`src/rtl/rv_enc_pkg.sv`:
```
// rv_enc_pkg: op codes, RV32I field constants, NOP and loader FSM states
package rv_enc_pkg;

    typedef enum logic [3:0] {
        OP_ADD, OP_SUB, OP_SLT, OP_OR, OP_AND,
        OP_ADDI, OP_SLTI, OP_ORI, OP_ANDI,
        OP_LW, OP_SW, OP_BEQ, OP_BNE, OP_JAL, OP_JALR, OP_RSVD
    } op_e;

    typedef enum logic [1:0] {S_IDLE, S_ACCEPT, S_WRITE, S_DONE} state_e;

    localparam logic [6:0] OPC_R      = 7'b0110011;
    localparam logic [6:0] OPC_I      = 7'b0010011;
    localparam logic [6:0] OPC_LOAD   = 7'b0000011;
    localparam logic [6:0] OPC_STORE  = 7'b0100011;
    localparam logic [6:0] OPC_BRANCH = 7'b1100011;
    localparam logic [6:0] OPC_JAL    = 7'b1101111;
    localparam logic [6:0] OPC_JALR   = 7'b1100111;

    localparam logic [2:0] F3_ADD  = 3'b000;
    localparam logic [2:0] F3_SLT  = 3'b010;
    localparam logic [2:0] F3_OR   = 3'b110;
    localparam logic [2:0] F3_AND  = 3'b111;
    localparam logic [2:0] F3_W    = 3'b010;
    localparam logic [2:0] F3_BEQ  = 3'b000;
    localparam logic [2:0] F3_BNE  = 3'b001;
    localparam logic [2:0] F3_JALR = 3'b000;

    localparam logic [6:0] F7_BASE = 7'b0000000;
    localparam logic [6:0] F7_SUB  = 7'b0100000;

    localparam logic [31:0] NOP = 32'h0000_0013;

    // R-type and I-ALU ops share funct3 per operation
    function automatic logic [2:0] alu_f3(input op_e op);
        return (op == OP_SLT || op == OP_SLTI) ? F3_SLT :
               (op == OP_OR  || op == OP_ORI)  ? F3_OR  :
               (op == OP_AND || op == OP_ANDI) ? F3_AND : F3_ADD;
    endfunction

endpackage

```
`src/rtl/rv_instr_pack.sv`:
```
// rv_instr_pack: combinational RV32I encoder with illegal-descriptor flag
module rv_instr_pack
    import rv_enc_pkg::*;
(
    input  logic [3:0]  op,
    input  logic [4:0]  rd,
    input  logic [4:0]  rs1,
    input  logic [4:0]  rs2,
    input  logic [31:0] imm,
    output logic [31:0] word,
    output logic        illegal
);
    op_e                opc;
    logic signed [31:0] simm;
    logic               i_bad, b_bad, j_bad;

    assign opc   = op_e'(op);
    assign simm  = imm;
    assign i_bad = simm < -32'sd2048 || simm > 32'sd2047;
    assign b_bad = simm < -32'sd4096 || simm > 32'sd4094 || imm[0];
    assign j_bad = simm < -32'sd1048576 || simm > 32'sd1048574 || imm[0];

    always_comb begin
        word    = NOP;
        illegal = 1'b0;
        case (opc)
            OP_ADD, OP_SUB, OP_SLT, OP_OR, OP_AND:
                word = {((opc == OP_SUB) ? F7_SUB : F7_BASE), rs2, rs1, alu_f3(opc), rd, OPC_R};
            OP_ADDI, OP_SLTI, OP_ORI, OP_ANDI: begin
                word    = {imm[11:0], rs1, alu_f3(opc), rd, OPC_I};
                illegal = i_bad;
            end
            OP_LW: begin
                word    = {imm[11:0], rs1, F3_W, rd, OPC_LOAD};
                illegal = i_bad;
            end
            OP_SW: begin
                word    = {imm[11:5], rs2, rs1, F3_W, imm[4:0], OPC_STORE};
                illegal = i_bad;
            end
            OP_BEQ, OP_BNE: begin
                word    = {imm[12], imm[10:5], rs2, rs1, ((opc == OP_BEQ) ? F3_BEQ : F3_BNE),
                           imm[4:1], imm[11], OPC_BRANCH};
                illegal = b_bad;
            end
            OP_JAL: begin
                word    = {imm[20], imm[10:1], imm[11], imm[19:12], rd, OPC_JAL};
                illegal = j_bad;
            end
            OP_JALR: begin
                word    = {imm[11:0], rs1, F3_JALR, rd, OPC_JALR};
                illegal = i_bad;
            end
            default: illegal = 1'b1;
        endcase
    end
endmodule

```
`src/rtl/instr_encoder_loader.sv`:
```
// instr_encoder_loader: encodes descriptors and writes them to imem; ENC_ILLEGAL_CHECK_EN adds sticky err and NOPs illegal ones
module instr_encoder_loader
    import rv_enc_pkg::*;
(
    input  logic        clk,
    input  logic        reset,
    input  logic        load_start,
    input  logic [31:0] base_addr,
    input  logic        in_valid,
    output logic        in_ready,
    input  logic [3:0]  in_op,
    input  logic [4:0]  in_rd,
    input  logic [4:0]  in_rs1,
    input  logic [4:0]  in_rs2,
    input  logic [31:0] in_imm,
    input  logic        in_last,
    output logic        imem_we,
    output logic [31:0] imem_addr,
    output logic [31:0] imem_wdata,
    output logic        busy,
    output logic        done,
    output logic [15:0] count
`ifdef ENC_ILLEGAL_CHECK_EN
    ,
    output logic        err
`endif
);
`ifdef ENC_ILLEGAL_CHECK_EN
    localparam bit CHECK_EN = 1'b1;
    logic err_q, err_d;
`else
    localparam bit CHECK_EN = 1'b0;
`endif

    state_e      state_q, state_d;
    logic [31:0] addr_q, addr_d;
    logic [31:0] word_q, word_d;
    logic [15:0] count_q, count_d;
    logic        last_q, last_d;
    logic [31:0] pack_word;
    logic        pack_illegal;

    rv_instr_pack u_pack (
        .op      (in_op),
        .rd      (in_rd),
        .rs1     (in_rs1),
        .rs2     (in_rs2),
        .imm     (in_imm),
        .word    (pack_word),
        .illegal (pack_illegal)
    );

    always_comb begin
        state_d  = state_q;
        addr_d   = addr_q;
        word_d   = word_q;
        count_d  = count_q;
        last_d   = last_q;
`ifdef ENC_ILLEGAL_CHECK_EN
        err_d    = err_q;
`endif
        in_ready = 1'b0;
        imem_we  = 1'b0;
        done     = 1'b0;
        case (state_q)
            S_IDLE: if (load_start) begin
                state_d = S_ACCEPT;
                addr_d  = base_addr;
                count_d = '0;
`ifdef ENC_ILLEGAL_CHECK_EN
                err_d   = 1'b0;
`endif
            end
            S_ACCEPT: begin
                in_ready = 1'b1;
                if (in_valid) begin
                    state_d = S_WRITE;
                    word_d  = (CHECK_EN && pack_illegal) ? NOP : pack_word;
                    last_d  = in_last;
`ifdef ENC_ILLEGAL_CHECK_EN
                    err_d   = err_q | pack_illegal;
`endif
                end
            end
            S_WRITE: begin
                // a reset landing on the write cycle must not leak a strobe
                imem_we = !reset;
                addr_d  = addr_q + 32'd4;
                count_d = count_q + 16'd1;
                state_d = last_q ? S_DONE : S_ACCEPT;
            end
            S_DONE: begin
                done    = 1'b1;
                state_d = S_IDLE;
            end
            default: state_d = S_IDLE;
        endcase
    end

    always_ff @(posedge clk) begin
        if (reset) begin
            state_q <= S_IDLE;
            addr_q  <= '0;
            word_q  <= '0;
            count_q <= '0;
            last_q  <= 1'b0;
`ifdef ENC_ILLEGAL_CHECK_EN
            err_q   <= 1'b0;
`endif
        end else begin
            state_q <= state_d;
            addr_q  <= addr_d;
            word_q  <= word_d;
            count_q <= count_d;
            last_q  <= last_d;
`ifdef ENC_ILLEGAL_CHECK_EN
            err_q   <= err_d;
`endif
        end
    end

    assign imem_addr  = addr_q;
    assign imem_wdata = word_q;
    assign count      = count_q;
    assign busy       = state_q != S_IDLE;
`ifdef ENC_ILLEGAL_CHECK_EN
    assign err        = err_q;
`endif
endmodule

```
`config.mk`:
```
export PLATFORM = sky130hd
export DESIGN_NAME = instr_encoder_loader
export DESIGN_NICKNAME = d
export VERILOG_FILES = /design/src/rtl/rv_enc_pkg.sv /design/src/rtl/rv_instr_pack.sv /design/src/rtl/instr_encoder_loader.sv
export SDC_FILE = /design/constraint.sdc
export NUM_CORES = 1
export LEC_CHECK = 0
export ABC_AREA = 0
export ABC_CLOCK_PERIOD_IN_PS = 5400
export BUFFER_PORTS_ARGS = -buffer_cell sky130_fd_sc_hd__buf_2
export CORE_AREA = 2 2 95 97
export CTS_CLUSTER_DIAMETER = 120
export DETAILED_ROUTE_END_ITERATION = 8
export DIE_AREA = 0 0 97 99
export GPL_TIMING_DRIVEN = 1
export PLACE_DENSITY = 0.84
export SLEW_MARGIN = 20
export SYNTH_ARGS = -nofsm -noshare
export SYNTH_HDL_FRONTEND = slang
export SYNTH_SLANG_ARGS = --single-unit
```
`constraint.sdc`:
```
create_clock -name clk -period 5.4 [get_ports clk]
set_input_delay 1.08 -clock clk [delete_from_list [all_inputs] [get_ports clk]]
set_output_delay 1.08 -clock clk [all_outputs]
set_load 0.02 [all_outputs]
```
==> results.toml, run 1 <==
[drt]
drt-total-wl_mm = 13.4
detail_route.first_pass.iterations = 6
final_antenna_net_count = 0
via_per_inst = 6.15
drtIter0Drc = 260
drc = 0
wl_per_cell_um = 16.0
vias = 5161

[setup_path]
r2r_cells = 5
cp-start-kind = "register"
cp_slowest_cell = "dfxtp_1"
cpPeakStageDelay_ns = 0.56
critPathMaxFanout = 35
crit_type = "reg2out"
path_delay_family = "flip-flops"
critical_path_depth = 4
worst_ep_arrival_time_ns = 1.71
cp_num_buf_inv = 2
crit_chain = "nand2b_1 > buf_4 > nor2_1 > buf_2"
endpoint_kind = "output pin"
worstPathRequired_ns = 4.32

[floorplan]
die_x_um = 97
io_pins = 172
num_rows = 34
start_util_pct = 52.1
die-area_mm2 = 0.00960
die_h_um = 99
fp.coreArea_mm2 = 0.00855

[timing]
hold_viol_final = 0
relSlewSlack_pct = 45.2
max_freq_ghz = 0.359
fin_worst_skew_ns = 0.00809
finalMaxSlewViolations = 0
fin_ws_ns = 2.61
tns_ns = 0
setup_viol = 0
min_period_ns = 2.79
tightest_slew_ns = 0.820
finalCritPeriodShare_pct = 51.6
rsz0062_at_grt = "no"

[clock_tree]
clk_pin_slew_ns = 0.09
tritoncts = "yes"
post_cts_resized = 0
htree_levels = 3
postCtsHoldBufs = 0
clock_latency_ns = 0.35
clock_sinks = 82
cts_buffer_depth = 2
numCtsBuffers = 9
root_buffer = "clkbuf_8"
cts_setup_buffers = 0

[pwr]
leakage_uw = 0.00229
peakVddDrop_mv = 0.157
powerDensity_mw_per_mm2 = 264

[synth]
yosysWarnings = 0
synth_flop_cell = "dfxtp_1"
synth_nets = 687
syn-cell-area_mm2 = 0.00446
netlist_instances = 597
synth-edff-count = 0
ys_async_sr_fraction_pct = 0
ys_ff_latch = 82
ys_types = 61
ys_seq_area_share_pct = 36.8
avgSynthCellArea_um2 = 7.47

[final_layout]
fin_area_mm2 = 0.00547
fin_util_pct = 63.9
syn2layout_area_growth_pct = 22.7
drive_above_1_share_pct = 27.5
diodes = 0
layoutNonFillerInstCount = 839
final_common_cell = "buf_2"
fillers = 760
final_cell_mix = "buf_2, nand2_1, dfxtp_1, a21oi_1, nor2_1"
nets = 816

[grt]
antenna_found_initial = 1
grt_max_degree = 74
grt_pass1_vias = 4577
track_usage_pct = 26.8
grt_first_pass_wirelength_mm = 21.6
overflow = 0

[place]
dp_slack_ns = 2.57
dp_hpwl_mm = 9.32
portBuffers = 160
gp_congestion = 0.887
dp.cells = 823
dpl-instance-area_mm2 = 0.00524

[min_path]
hp-class = "reg2reg"
whs_path_depth = 2

[job]
cap_violations = 0

[run_status]
status = "completed"
-- report_power, final --
group / total (uW) / switching [uW] / internal, uW
sequential: 667 / 33.9 / 634
combinational: 253 / 159 / 94.2
clock: 525 / 256 / 269
total: 1450 / 449 / 997
-- synth_stat cells (2+ instances only) --
| cell type | number | area (um2) |
|---|---|---|
| buf_2 | 10 | 50.1 |
| buf_1 | 3 | 11.3 |
| a211oi_1 | 11 | 82.6 |
| dfxtp_1 | 82 | 1640 |
| inv_1 | 14 | 52.6 |
| or3_2 | 2 | 15.0 |
| a31o_2 | 5 | 43.8 |
| buf_4 | 2 | 15.0 |
| or2_2 | 3 | 18.8 |
| xor2_1 | 3 | 26.3 |
| nand2_1 | 89 | 334 |
| a311oi_1 | 3 | 26.3 |
| or3_1 | 10 | 62.6 |
| or4_1 | 4 | 30.0 |
| nand2b_1 | 6 | 37.5 |
| a221oi_1 | 4 | 35.0 |
| a2bb2oi_1 | 4 | 35.0 |
| ha_1 | 2 | 25.0 |
| clkbuf_1 | 31 | 116 |
| o2bb2ai_1 | 3 | 26.3 |
| o21bai_1 | 2 | 15.0 |
| a32oi_1 | 3 | 26.3 |
| and4_1 | 3 | 26.3 |
| and2_1 | 4 | 25.0 |
| nor2b_1 | 6 | 37.5 |
| a31oi_1 | 18 | 113 |
| o211ai_1 | 6 | 45.0 |
| o22ai_1 | 7 | 43.8 |
| o311ai_0 | 6 | 52.6 |
| nor3_1 | 17 | 85.1 |
| xnor2_1 | 5 | 43.8 |
| nor2_1 | 51 | 191 |
| o21ai_0 | 27 | 135 |
| a22oi_1 | 8 | 60.1 |
| nand3_1 | 22 | 110 |
| nand4_1 | 14 | 87.6 |
| and3_1 | 14 | 87.6 |
| nor4_1 | 6 | 37.5 |
| a2111oi_0 | 2 | 17.5 |
| mux2_2 | 4 | 45.0 |
| nand3b_1 | 3 | 22.5 |
| a21oi_1 | 59 | 295 |
-- metal layers --
| metal | share of wire, % | up-vias | wire, um | global-route usage [%] |
|---|---|---|---|---|
| li1 | - | 2442 | - | - |
| met1 | 41 | 2384 | 5450 | 33.2 |
| met2 | 47 | 295 | 6330 | 46.0 |
| met3 | 9.5 | 38 | 1280 | 5.25 |
| met4 | 2.6 | 2 | 350 | 10.8 |
| met5 | 0.060 | - | 8 | 0 |
-- cells by family after synthesis --
kind of cell / share of synthesized area, %
AO/OA/AOI/OAI: 25.6
XOR/XNOR: 1.57
adder cells (fa/ha/maj): 0.561
buffers and inverters: 5.61
flip-flops: 36.8
multiplexers: 1.24
AND/OR/NAND/NOR: 28.6
-- through the flow --
stage,power [uW],hold slack (ns)
after floorplan,838,0.437
after global placement,922,0.433
after detailed placement,931,0.437
after CTS,1450,0.457
after global routing,1510,0.493
final,1450,0.455
-- final cells by class --
class	instances	area [um2]	area share [%]
multi-input combinational	454	2570	47.0
sequential	82	1640	30.0
timing repair buffer	165	838	15.3
tap	108	135	2.47
clock buffer	9	124	2.27
clock inverter	7	105	1.92
inverter	14	52.6	0.961
-- final timing paths --
kind                            slack, ns           from             end
worst max-delay path                 2.61     state_q[0]         imem_we
worst min register to register       0.46  imem_wdata[8]   imem_wdata[8]
worst min-delay path                 0.46  imem_wdata[8]   imem_wdata[8]
worst max register to register       2.93     state_q[0]  imem_wdata[31]
-- tightest hold or removal path, cell delays in order, from the launching register on --
cell	delay (ns)
dfxtp_1	0.33
nand2_1	0.04
o21ai_0	0.06
-- registers in the layout (all words and copies together) (netlist names) --
signal and flops:
imem_addr 32, state_q 2, imem_wdata 31, last_q 1, count 16
(Power assumes the default switching activity.)
==> run 2: changes to the inputs <==
ABC_CLOCK_PERIOD_IN_PS = 2360   (was 5400)
CORE_AREA = 2 2 103 105   (was 2 2 95 97)
DIE_AREA = 0 0 105 107   (was 0 0 97 99)
PLACE_DENSITY = 0.76   (was 0.84)
clock period = 2.36 ns   (was 5.4 ns; I/O delays follow)
==> run 2 against run 1 <==
Combinational power rose by 140%. Clock power rose by 100%. Die area rose by 17%. Clock skew rose by 0.0038 ns. Core utilization fell by 8.5 points. Critical path type unchanged. Largest cell class unchanged. Largest power group unchanged.
==> results.toml, run 2 (synthesized netlist as in run 1, its figures left out) <==
[job]
cap_violations = 0

[floorplan]
die-area_mm2 = 0.0112
fp.coreArea_mm2 = 0.0101
io_pins = 172
die_x_um = 105
die_h_um = 107
num_rows = 37
start_util_pct = 44.2

[grt]
overflow = 0
grt_first_pass_wirelength_mm = 21.9
grt_pass1_vias = 4619
antenna_found_initial = 0
grt_max_degree = 51
track_usage_pct = 23.7

[timing]
tightest_slew_ns = 0.745
hold_viol_final = 0
fin_worst_skew_ns = 0.0119
setup_viol = 0
relSlewSlack_pct = 50.0
tns_ns = 0
rsz0062_at_grt = "no"
finalMaxSlewViolations = 0
max_freq_ghz = 0.467
finalCritPeriodShare_pct = 90.8
hold_ws_ns = 0.344
min_period_ns = 2.14

[min_path]
hp-class = "in2reg"
whs_path_depth = 3

[clock_tree]
numCtsBuffers = 9
clk_pin_slew_ns = 0.09
root_buffer = "clkbuf_8"
clock_latency_ns = 0.36
tritoncts = "yes"
cts_setup_buffers = 0
htree_levels = 3
clock_sinks = 82
cts_buffer_depth = 2

[drt]
detail_route.first_pass.iterations = 5
via_per_inst = 5.82
wl_per_cell_um = 15.4
final_antenna_net_count = 0
drt-total-wl_mm = 13.6
drtIter0Drc = 270
vias = 5125
drc = 0

[final_layout]
largest_reg_flops = 32
final_common_cell = "buf_2"
syn2layout_area_growth_pct = 25.5
diodes = 0
nets = 830
drive_above_1_share_pct = 28.9
final_cell_mix = "buf_2, nand2_1, dfxtp_1, a21oi_1, nor2_1"

[setup_path]
cp-start-kind = "register"
worst_ep_arrival_time_ns = 1.67
critPathMaxFanout = 30
crit_type = "reg2out"
r2r_cells = 6
endpoint_kind = "output pin"
worstPathRequired_ns = 1.89

[pwr]
pwr-share-comb_pct = 19.1
powerDensity_mw_per_mm2 = 572
power_frac_clock_pct = 33.3
p_switching_uw = 990
leakage_uw = 0.00235
swShare_pct = 31.0
peakVddDrop_mv = 0.273
intPower_uw = 2210
sequentialPowerShare_pct = 47.6

[place]
gp_congestion = 0.895
portBuffers = 160
dp_hpwl_mm = 9.79

[run_status]
status = "completed"
## run 2: repair_timing
action,in CTS,in global routing
endpoints found under the setup margin,0,1
hold buffers,0,0
gates resized for setup,0,1
## run 2: critical path, stage by stage, from the launching register on
cell and delay, ns:
dfxtp_2 0.43, nand2b_1 0.18, buf_4 0.28, nor2_1 0.21
buf_2 0.22
## run 2: final cells by class
cell class / count / area, um2
Timing Repair Buffer: 179 / 956
Sequential cell: 82 / 1640
Fill cell: 1014 / 4500
Inverter: 14 / 52.6
Clock buffer: 10 / 138
Tap cell: 136 / 170
Clock inverter: 6 / 65.1
Multi-Input combinational cell: 454 / 2570
## run 2: power groups by stage
stage                     registers, uW  logic, uW  clock network [uW]
after floorplan                    1610        303                   0
after global placement             1550        594                   0
after detailed placement           1550        606                   0
after CTS                          1520        608                1090
after global routing               1530        669                1140
final                              1520        610                1070
## run 2: metal layers
metal	up-vias	track usage, %	share of wire, %	wire [um]
li1	2465	-	-	-
met3	17	4.86	7.4	1010
met2	227	42.1	50	6740
met1	2416	28.2	42	5680
met4	0	8.67	1.2	166
met5	-	0	0	0
## run 2: metrics by stage
stage	utilization, %	cells	setup WS [ns]	power [uW]	area [um2]
floorplan	-	597	0.426	1920	4460
global placement	53.4	865	0.317	2140	5390
detailed placement	53.4	865	0.187	2160	5390
CTS	55.4	881	0.0522	3220	5590
global route	55.4	881	0.0821	3350	5590
finish	55.4	881	0.217	3200	5590
## run 2: path summary, 6_finish.rpt
check | endpoint | slack [ns] | startpoint
setup / recovery | imem_we | 0.22 | state_q[1]
hold / removal | imem_wdata[27] | 0.34 | in_imm[7]
setup reg to reg | imem_addr[22] | 0.23 | imem_addr[2]
hold reg to reg | imem_wdata[11] | 0.45 | imem_wdata[11]
==> run 3: changes to the inputs <==
==> constraint.sdc (replaced) <==
create_clock -name clk -period 2.36 [get_ports clk]
set_input_delay 0.236 -clock clk [delete_from_list [all_inputs] [get_ports clk]]
set_output_delay 0.236 -clock clk [all_outputs]
set_load 0.02 [all_outputs]
==> run 3 against run 2 <==
Clock power is 4% lower. Count of clock-buffer cells in the layout increased by 2. Power shrank 1.4%. Via count is 0.47% lower. Register-to-register slack better by 0.03 ns. Die area unchanged. Largest power group unchanged. First-iteration DRC count grew 0.37%. Cell area decreased by 0.56%. Clock skew fell by 0.0028 ns. Critical endpoint unchanged. Setup slack lost 0.047 ns. Sequential power is essentially flat. Sequential share of layout area up 0.17 points.
==> results.toml, run 3 (synthesized netlist as in run 1, its figures left out) <==
[clock_tree]
postCtsHoldBufs = 0
clock_latency_ns = 0.36
clock_sinks = 82
cts_buffer_depth = 2
tritoncts = "yes"
htree_levels = 3
cts_setup_buffers = 0
numCtsBuffers = 9
clk_pin_slew_ns = 0.09
post_cts_resized = 0
root_buffer = "clkbuf_8"

[pwr]
peakVddDrop_mv = 0.354
powerDensity_mw_per_mm2 = 567
leakage_uw = 0.00233

[place]
gp_congestion = 0.911
dpl-instance-area_mm2 = 0.00536
dp.cells = 863
portBuffers = 160
dp_hpwl_mm = 9.87

[drt]
detail_route.first_pass.iterations = 7
drt-total-wl_mm = 13.4
drtIter0Drc = 271
vias = 5101
via_per_inst = 5.80
drc = 0
final_antenna_net_count = 0
wl_per_cell_um = 15.2

[timing]
setup_viol = 0
finalMaxSlewViolations = 0
hold_ws_ns = 0.112
tightest_slew_ns = 0.655
finalCritPeriodShare_pct = 92.8
hold_viol_final = 0
relSlewSlack_pct = 56.2
max_freq_ghz = 0.457
tns_ns = 0
rsz0062_at_grt = "no"
fin_worst_skew_ns = 0.00912
min_period_ns = 2.19

[final_layout]
seqCellArea_mm2 = 0.00164
syn2layout_area_growth_pct = 24.8
final_common_cell = "buf_2"
final_cell_mix = "buf_2, nand2_1, dfxtp_1, a21oi_1, nor2_1"
drive_above_1_share_pct = 28.7
fin_area_mm2 = 0.00556
multi_input_area_mm2 = 0.00257
diodes = 0
layoutNonFillerInstCount = 879
nets = 828
largest_reg_flops = 32
fillers = 974

[setup_path]
reg2reg_from = "imem_addr[2]"
r2r_cells = 6
crit_type = "reg2out"
worst_ep_arrival_time_ns = 1.95
cp_slowest_cell = "dfxtp_1"
critPathLaunch = "state_q[1]"
critPathMostFrequentCell = "buf_4"
cp_num_buf_inv = 3
path_delay_family = "buffers and inverters"
crit_path_end = "imem_we"
timing.rr.end = "imem_addr[22]"
worstPathRequired_ns = 2.12
critical_path_depth = 5
crit_chain = "nand2b_1 > buf_4 > buf_4 > nor2_1 > buf_2"
endpoint_kind = "output pin"
rrSetupSlack_ns = 0.26
cpPeakStageDelay_ns = 0.50
critPathMaxFanout = 16
cp-start-kind = "register"

[run_status]
status = "completed"

[grt]
antenna_found_initial = 0
track_usage_pct = 23.3
grt_first_pass_wirelength_mm = 21.4
grt_pass1_vias = 4553
overflow = 0
grt_max_degree = 37

[min_path]
hp-class = "in2reg"

[floorplan]
die_h_um = 107
io_pins = 172
die-area_mm2 = 0.0112
num_rows = 37
start_util_pct = 44.2
fp.coreArea_mm2 = 0.0101
die_x_um = 105

[job]
cap_violations = 0
==> run 3: per-stage QoR <==
step,setup slack (ns),utilization [%],power (uW)
3_3_place_gp,0.392,53.1,2130
5_1_grt,0.00632,55.1,3290
2_1_floorplan,0.426,-,1920
3_5_place_dp,0.313,53.1,2150
4_1_cts,0.160,55.1,3170
6_report,0.170,55.1,3150
==> run 3: worst min-delay path by stage <==
stage,start,end,slack [ns],cells after the start
detailed placement,imem_wdata[11],imem_wdata[11],0.44,2
global placement,imem_wdata[11],imem_wdata[11],0.44,2
CTS,base_addr[0],imem_addr[0],0.1,3
global route,base_addr[0],imem_addr[0],0.12,3
finish,base_addr[1],imem_addr[1],0.11,3
floorplan,base_addr[15],imem_addr[15],0.37,2
==> run 3: worst register-to-register path: cells and delay by family (launching register included) <==
family | cells | cell delay, ns
AND/OR/NAND/NOR | 4 | 1.14
flip-flops | 1 | 0.45
adder cells (fa/ha/maj) | 1 | 0.25
AO/OA/AOI/OAI | 1 | 0.18
==> run 3: power breakdown <==
group | internal [uW] | total, uW | switching [uW]
Combinational | 227 | 596 | 369
Sequential | 1450 | 1520 | 74.0
Clock | 477 | 1030 | 554
Total | 2150 | 3150 | 996
==> run 3: area by class of cell <==
class	instances	area share, %
tap	136	3.06
multi-input combinational	454	46.2
clock inverter	4	0.608
sequential	82	29.5
inverter	14	0.945
clock buffer	12	2.97
timing repair buffer	177	16.7
==> run 3: metal layers <==
metal	track usage, %	part of all wire, %
met5	0	0
met4	11.9	2.6
met3	3.95	7.8
met2	39.0	48
met1	28.8	41
